`config.mk`:
```
export PLATFORM = sky130hd
export DESIGN_NAME = cacheline_mem_arbiter
export DESIGN_NICKNAME = d
export VERILOG_FILES = /design/src/rtl/cacheline_mem_arbiter.sv
export SDC_FILE = /design/constraint.sdc
export NUM_CORES = 1
export LEC_CHECK = 0
export ABC_AREA = 1
export CORE_AREA = 2 2 546 548
export DETAILED_ROUTE_END_ITERATION = 16
export DIE_AREA = 0 0 548 550
export SETUP_SLACK_MARGIN = 0.3
export SKIP_LAST_GASP = 1
export SYNTH_ARGS = -nofsm -noshare
export SYNTH_HDL_FRONTEND = slang
export SYNTH_SLANG_ARGS = --single-unit
```
`constraint.sdc`:
```
create_clock -name clk -period 2.1 [get_ports clk]
set_input_delay 0.315 -clock clk [delete_from_list [all_inputs] [get_ports clk]]
set_output_delay 0.315 -clock clk [all_outputs]
set_load 0.02 [all_outputs]
```
`src/rtl/cacheline_mem_arbiter.sv`:
```
// Arbitrates the shared burst memory port between icache and dcache line requests.
// Round-robin on ties; the winner's request is latched and drives the port until mem_resp.
module cacheline_mem_arbiter #(
    parameter int ADDR_WIDTH = 32,
    parameter int LINE_WIDTH = 256
) (
    input  logic                  clk,
    input  logic                  rst,
    input  logic                  i_read,
    input  logic [ADDR_WIDTH-1:0] i_address,
    output logic [LINE_WIDTH-1:0] i_rdata,
    output logic                  i_resp,
    input  logic                  d_read,
    input  logic                  d_write,
    input  logic [ADDR_WIDTH-1:0] d_address,
    input  logic [LINE_WIDTH-1:0] d_wdata,
    output logic [LINE_WIDTH-1:0] d_rdata,
    output logic                  d_resp,
    output logic                  mem_read,
    output logic                  mem_write,
    output logic [ADDR_WIDTH-1:0] mem_address,
    output logic [LINE_WIDTH-1:0] mem_wdata,
    input  logic [LINE_WIDTH-1:0] mem_rdata,
    input  logic                  mem_resp
);

    // state   | meaning
    // IDLE    | no grant; pick a requester, round-robin on ties
    // GRANT_I | icache owns the port until mem_resp
    // GRANT_D | dcache owns the port until mem_resp
    typedef enum logic [1:0] {
        IDLE    = 2'd0,
        GRANT_I = 2'd1,
        GRANT_D = 2'd2
    } state_t;

    state_t                state, state_nxt;
    logic                  last_grant, last_grant_nxt;
    logic                  lat_read, lat_read_nxt;
    logic                  lat_write, lat_write_nxt;
    logic [ADDR_WIDTH-1:0] lat_address, lat_address_nxt;
    logic [LINE_WIDTH-1:0] lat_wdata, lat_wdata_nxt;

    logic i_req;
    logic d_req;
    logic granted;

    assign i_req = i_read;
    assign d_req = d_read | d_write;

    always_comb begin
        state_nxt       = state;
        last_grant_nxt  = last_grant;
        lat_read_nxt    = lat_read;
        lat_write_nxt   = lat_write;
        lat_address_nxt = lat_address;
        lat_wdata_nxt   = lat_wdata;
        case (state)
            IDLE: begin
                // icache wins when alone or when the dcache was served last
                if (i_req && (!d_req || last_grant)) begin
                    state_nxt       = GRANT_I;
                    last_grant_nxt  = 1'b0;
                    lat_read_nxt    = 1'b1;
                    lat_write_nxt   = 1'b0;
                    lat_address_nxt = i_address;
                    lat_wdata_nxt   = '0;
                end else if (d_req) begin
                    state_nxt       = GRANT_D;
                    last_grant_nxt  = 1'b1;
                    lat_read_nxt    = d_read & ~d_write;
                    lat_write_nxt   = d_write;
                    lat_address_nxt = d_address;
                    lat_wdata_nxt   = d_wdata;
                end
            end
            GRANT_I, GRANT_D: begin
                if (mem_resp) begin
                    state_nxt = IDLE;
                end
            end
            default: state_nxt = IDLE;
        endcase
    end

    always_ff @(posedge clk) begin
        if (rst) begin
            state       <= IDLE;
            last_grant  <= 1'b1;
            lat_read    <= 1'b0;
            lat_write   <= 1'b0;
            lat_address <= '0;
            lat_wdata   <= '0;
        end else begin
            state       <= state_nxt;
            last_grant  <= last_grant_nxt;
            lat_read    <= lat_read_nxt;
            lat_write   <= lat_write_nxt;
            lat_address <= lat_address_nxt;
            lat_wdata   <= lat_wdata_nxt;
        end
    end

    assign granted     = (state != IDLE);
    assign mem_read    = granted & lat_read;
    assign mem_write   = granted & lat_write;
    assign mem_address = granted ? lat_address : '0;
    assign mem_wdata   = (state == GRANT_D) ? lat_wdata : '0;

    // Responses are steered only to the owner; a stray mem_resp in IDLE goes nowhere
    assign i_resp  = (state == GRANT_I) & mem_resp;
    assign d_resp  = (state == GRANT_D) & mem_resp;
    assign i_rdata = i_resp ? mem_rdata : '0;
    assign d_rdata = d_resp ? mem_rdata : '0;

    a_d_read_write_exclusive : assert property (
        @(posedge clk) disable iff (rst) !(d_read && d_write)
    );

endmodule

```
## Word level (Yosys, flattened, before mapping)

Index checks and enable logic that the tools add are counted.

| word-level totals | value |
|---|---|
| register bits | 293 |
| bits of input ports | 582 |
| output and inout port bits | 804 |
| word-level logic and storage cells | 44 |

| cells by class | value |
|---|---|
| equality and inequality tests | 4 |
| mux-type cells | 18 |
| bitwise operators | 7 |
| reduce and logical (&&, ||, !) cells | 9 |

Operators with widths:

| operator | number |
|---|---|
| 256-bit two-way mux | 5 |
| 32-bit two-way mux | 3 |
| 1-bit two-way mux | 6 |
| 2-bit two-way mux | 3 |
| 1-bit AND | 5 |
| 2-bit one-hot mux with 2 select lines | 1 |
| 2-bit AND reduction | 2 |
| 2-bit nonzero test | 2 |
| 3-bit != test, second input constant | 1 |
| 2-bit by 1-bit == test with 1-bit output, second input constant | 1 |
| 2-bit == test, second input constant | 1 |
| 2-bit logical NOT | 1 |
| 2-bit != test, second input constant | 1 |
| 2-bit OR reduction | 1 |
| 1-bit logical AND | 1 |
| 1-bit logical NOT | 1 |
| 1-bit logical OR | 1 |
| 1-bit inverter | 1 |
| 1-bit bitwise OR | 1 |

## Depth between registers and ports, before layout

Gate-level depths: netlist of run 1.

| logic depth | value |
|---|---|
| depth in word-level cells | 6 |
| gate-level depth with buffers | 9 |
| depth with buffers taken out | 7 |

## Least setup slack after synthesis of run 1

Ideal clock, no wire load.

| timing path | value |
|---|---|
| kind | register to output |
| from | register state[0] |
| to | output d_rdata[116] |
| arrival | 1.505 ns |
| data required time | 1.785 ns |
| setup slack | 0.280 ns |
| stages on the path, launching flop included | 8 |
| buffers on the path | 3 |
| cell sequence | dfxtp_1 > inv_1 > ha_1 > clkbuf_1 > nand2_1 > clkbuf_1 > clkbuf_1 > nor2_1 |

| on the way | value |
|---|---|
| word-level cells in the longest chain between the ends | 3 |

RTL lines:

| element | line | RTL |
|---|---|---|
| start, declared | 37 | `state_t state, state_nxt;` |
| start signal, assigned | 95 | `state <= state_nxt;` |
| 2-bit == test | 112 | `assign d_resp = (state == GRANT_D) & mem_resp;` |
| 1-bit AND | 112 |  |
| 256-bit two-way mux | 114 | `assign d_rdata = d_resp ? mem_rdata : '0;` |
| end, declared | 17 | `output logic [LINE_WIDTH-1:0] d_rdata,` |

Every way passes these cells.

## Worst setup path in the final report of run 1

| timing path | value |
|---|---|
| from | register state[0] |
| to | output d_rdata[227] |

Same word-level chain as after synthesis.

==> results of run 1 <==
-- layer usage --
metal | routed length (um) | up-vias
met5 | 173 | -
met1 | 102000 | 11991
met3 | 34800 | 383
li1 | - | 11546
met4 | 7410 | 28
met2 | 112000 | 1485
-- state kept, by name, indices dropped and copies added (netlist names) --
name and count:
state 2, lat_wdata 256, lat_write 1, lat_address 32
lat_read 1, last_grant 1
-- cell usage after synthesis (all sizes together) --
library cell	instances	share of area
a21oi	294	0.12
and2	1	0.00033
buf	134	0.062
clkbuf	91	0.018
dfxtp	293	0.31
ha	3	0.0020
inv	585	0.12
nand2	587	0.12
nand3	322	0.15
nand4	1	0.00033
nor2	548	0.11
nor3	1	0.00026
o21bai	1	0.00098
-- how the worst max path moves through the flow --
stage / slack [ns] / from / end
after detailed placement: -1.22 / mem_resp / i_rdata[77]
after floorplan: 0.28 / state[0] / d_rdata[116]
after global placement: -1.21 / mem_resp / i_rdata[77]
after global routing: -0.75 / state[1] / mem_wdata[123]
final: -0.67 / state[0] / d_rdata[227]
after CTS: -0.81 / state[1] / i_rdata[137]
-- where the power goes --
part / internal [W] / switching [W]
Clock: 0.00415 / 0.00328
Combinational: 0.00510 / 0.00682
Sequential: 0.00619 / 0.000335
Total: 0.0154 / 0.0104
-- placed cells by master, fill, tap and decap left out, drive strengths merged --
cell	instances
bufbuf	1
inv	588
dlygate4sd3	1
dlymetal6s2s	9
dfxtp	293
nand3	322
buf	958
o21bai	1
clkdlybuf4s50	657
nand4	1
nor2	548
ha	3
nor3	1
clkinvlp	3
bufinv	2
clkbuf	64
a21oi	294
dlygate4sd2	28
and2	1
nand2	587
clkinv	14
diode	58
-- final cells by class --
class / count / area (sq um)
multi-input cells: 1758 / 10200
fillers: 33414 / 248000
clock inverters: 22 / 248
clock buffers: 52 / 1140
flip-flops and latches: 293 / 5870
well taps: 3939 / 4930
inverters: 585 / 2200
diodes: 58 / 145
repair buffers: 1666 / 22600
-- worst register-to-register path: stages, from the launching register on --
cell and delay, ns:
sky130_fd_sc_hd__dfxtp_2 0.32, sky130_fd_sc_hd__inv_1 0.10, sky130_fd_sc_hd__buf_4 0.12, sky130_fd_sc_hd__ha_2 0.22
sky130_fd_sc_hd__inv_1 0.10, sky130_fd_sc_hd__a21oi_4 0.16, sky130_fd_sc_hd__buf_12 0.23, sky130_fd_sc_hd__buf_4 0.38
sky130_fd_sc_hd__nand3_2 0.16, sky130_fd_sc_hd__a21oi_2 0.14
-- repair_timing --
item,in CTS,in global routing
buffers inserted,10,16
cloned,7,12
endpoints found under the setup margin,1092,1094
resized for setup,241,289
hold endpoints to repair,15,0
hold buffers,1,0
pin swaps,4,5
-- cells by family after synthesis --
family,count (synthesis),synth area share
fa+ha+maj,3,0.00197
compound gates,295,0.119
simple gates,1460,0.376
flops,293,0.307
buf+inv,810,0.196
-- per-stage QoR --
| stage | utilization | setup WS [ns] | hold slack (ns) |
|---|---|---|---|
| after floorplan | - | 0.280 | 0.434 |
| after global placement | 0.150 | -1.21 | 0.448 |
| after detailed placement | 0.150 | -1.22 | 0.456 |
| after CTS | 0.156 | -0.807 | 0.135 |
| after global routing | 0.160 | -0.754 | 0.184 |
| final | 0.160 | -0.670 | 0.217 |
==> tab_implementation.tex, run 1 <==
\begin{tabular}{lr}
\hline
Metric & Value \\
\hline
\multicolumn{2}{l}{\textbf{Final layout}} \\
Post-route insts no fill & 8373 \\
Share of final-layout standard cells stronger than drive strength 1 & 0.372 \\
Post-layout nets & 4931 \\
Area growth from synthesis to layout & 147\% \\
Post-route cell area & between 0.04 and 0.05 sq mm \\
\multicolumn{2}{l}{\textbf{Routing}} \\
Wire length per cell & around 31 um \\
Detailed-route vias per instance & around 3 \\
Router iterations before antenna repair & 5 \\
Initial drt markers & a little under 2000 \\
Detailed-route via count & around 25000 \\
Residual antenna-violating net count after detailed routing & 0 \\
Final routed DRC violation total & 0 \\
Post-detailed-routing wire length & between 200000 and 300000 um \\
\multicolumn{2}{l}{\textbf{Critical path}} \\
Depth of the most critical reg-to-reg path & 9 \\
Worst reg2reg path startpoint & state[1] \\
Master of the slowest instance on the critical path & sky130\_fd\_sc\_hd\_\_dfxtp\_4 \\
Crit path DAT & 2.45 ns \\
Worst R2R Setup Slack & about 0.080 ns \\
Crit path cell chain & inv\_4 -> ha\_4 -> nand2\_4 -> buf\_12 -> buf\_16 -> buf\_4 -> nor2\_1 -> buf\_4 -> buf\_12 \\
Crit path max-delay family & buffers and inverters \\
Setup Crit Path Kind & reg2out \\
Reg2reg end & lat\_wdata[182] \\
Max incr delay on CP & between 0.3 and 0.4 ns \\
Combined buffer and inverter count along the critical path & 6 \\
Critical Path Start Type & flop \\
Total number of cells along the worst setup path & 9 \\
Category of the worst setup path capture point & primary output \\
Worst Path Max Fanout & 7 \\
CP Data Required Time & $\sim$1.8 ns \\
\multicolumn{2}{l}{\textbf{Logic synthesis}} \\
Netlist area before placement & between 0.015 and 0.02 sq mm \\
Yosys cell types & 25 \\
Number of nets produced by synthesis & 3446 \\
Register bit total from synthesis & slightly below 300 \\
Portion of the post-synthesis area used by sequential elements & 0.307 \\
Warning count from the yosys run & 0 \\
Post-Syn Instances & 2861 \\
Mean post-synth cell area & between 6 and 7 sq um \\
\multicolumn{2}{l}{\textbf{Pwr}} \\
Reported leakage power & approximately 20 nW \\
Worst VDD drop & 0.462 mV \\
Final Total Pwr & around 0.026 W \\
Power Density & $\sim$550 mW/mm\^{}2 \\
\multicolumn{2}{l}{\textbf{Worst hold path}} \\
Endpoint of the worst hold-timing path & lat\_wdata[246] \\
Cell depth of the worst hold path & 3 \\
Worst hold start & d\_wdata[246] \\
Worst min-delay path category & in2reg \\
\multicolumn{2}{l}{\textbf{GRT}} \\
Global route overflow & 0 \\
Total global-route track usage & 0.162 \\
Global-route met1 utilization & 0.189 \\
GR Util met3 & 0.0948 \\
Top Usage Layer GRT & met2 \\
Global-route track usage on met2 & 0.250 \\
Number of global-route vias before repair & roughly 25000 \\
First-pass GRT wire length & between 300000 and 400000 um \\
Initial antenna violation count & around 180 \\
Pin count of the biggest net entering global routing & 65 \\
\multicolumn{2}{l}{\textbf{Die}} \\
Full die area & 0.301 sq mm \\
Starting Density & 0.0646 \\
Standard-cell rows & 200 \\
Total I/O pin count & 1386 \\
Placeable Area & 0.296 sq mm \\
Overall die width & between 500 and 600 um \\
Die height & 550 um \\
\multicolumn{2}{l}{\textbf{Timing}} \\
Setup clock skew after layout & 0.0332 ns \\
Count of pins over their slew limit & 0 \\
Worst slew margin & 0.594 \\
Max Clock Freq & 0.361 GHz \\
Min setup slack post-route & -0.670 ns \\
Worst Tran Pin Value & approximately 0.61 ns \\
Final critical-path required period & about 2.8 ns \\
Endpoints failing hold & 0 \\
Share of the clock period used by the worst path after layout & 1.32 \\
RSZ-0062 raised after global routing & yes \\
Final setup vio count & approximately 800 \\
Setup Total Neg Slack & -371.84 ns \\
\multicolumn{2}{l}{\textbf{Status}} \\
Failing checks & setup timing \\
Run status & finished, violations left \\
\multicolumn{2}{l}{\textbf{Clock tree}} \\
Root cell of the clock tree & sky130\_fd\_sc\_hd\_\_clkbuf\_16 \\
H-tree levels & 2 \\
Clock latency of the later-clocked register in the worst-skew pair & between 0.6 and 0.7 ns \\
Clk sink count & 293 \\
Total CTS buffers & between 40 and 50 \\
Worst-path clk slew & 0.07 ns \\
Max clock buf depth & 3 \\
CTS tree & yes \\
\multicolumn{2}{l}{\textbf{Place}} \\
I/O Buffers & 1385 \\
Placed cell areas & $\sim$0.044 sq mm \\
GPL Wtd Cong & 0.963 \\
Placed instance count & 8195 \\
Detailed-placement wirelength estimate & 231000 um \\
\multicolumn{2}{l}{\textbf{Job}} \\
Total of max-cap violations & 0 \\
\hline
\end{tabular}
Power figures use the tool's default switching activity.
==> inputs of run 2 (changes only) <==
TNS_END_PERCENT = 100   (was not set)
==> results of run 2 <==
Final layout, timing and power as in run 1 (identical DEF).
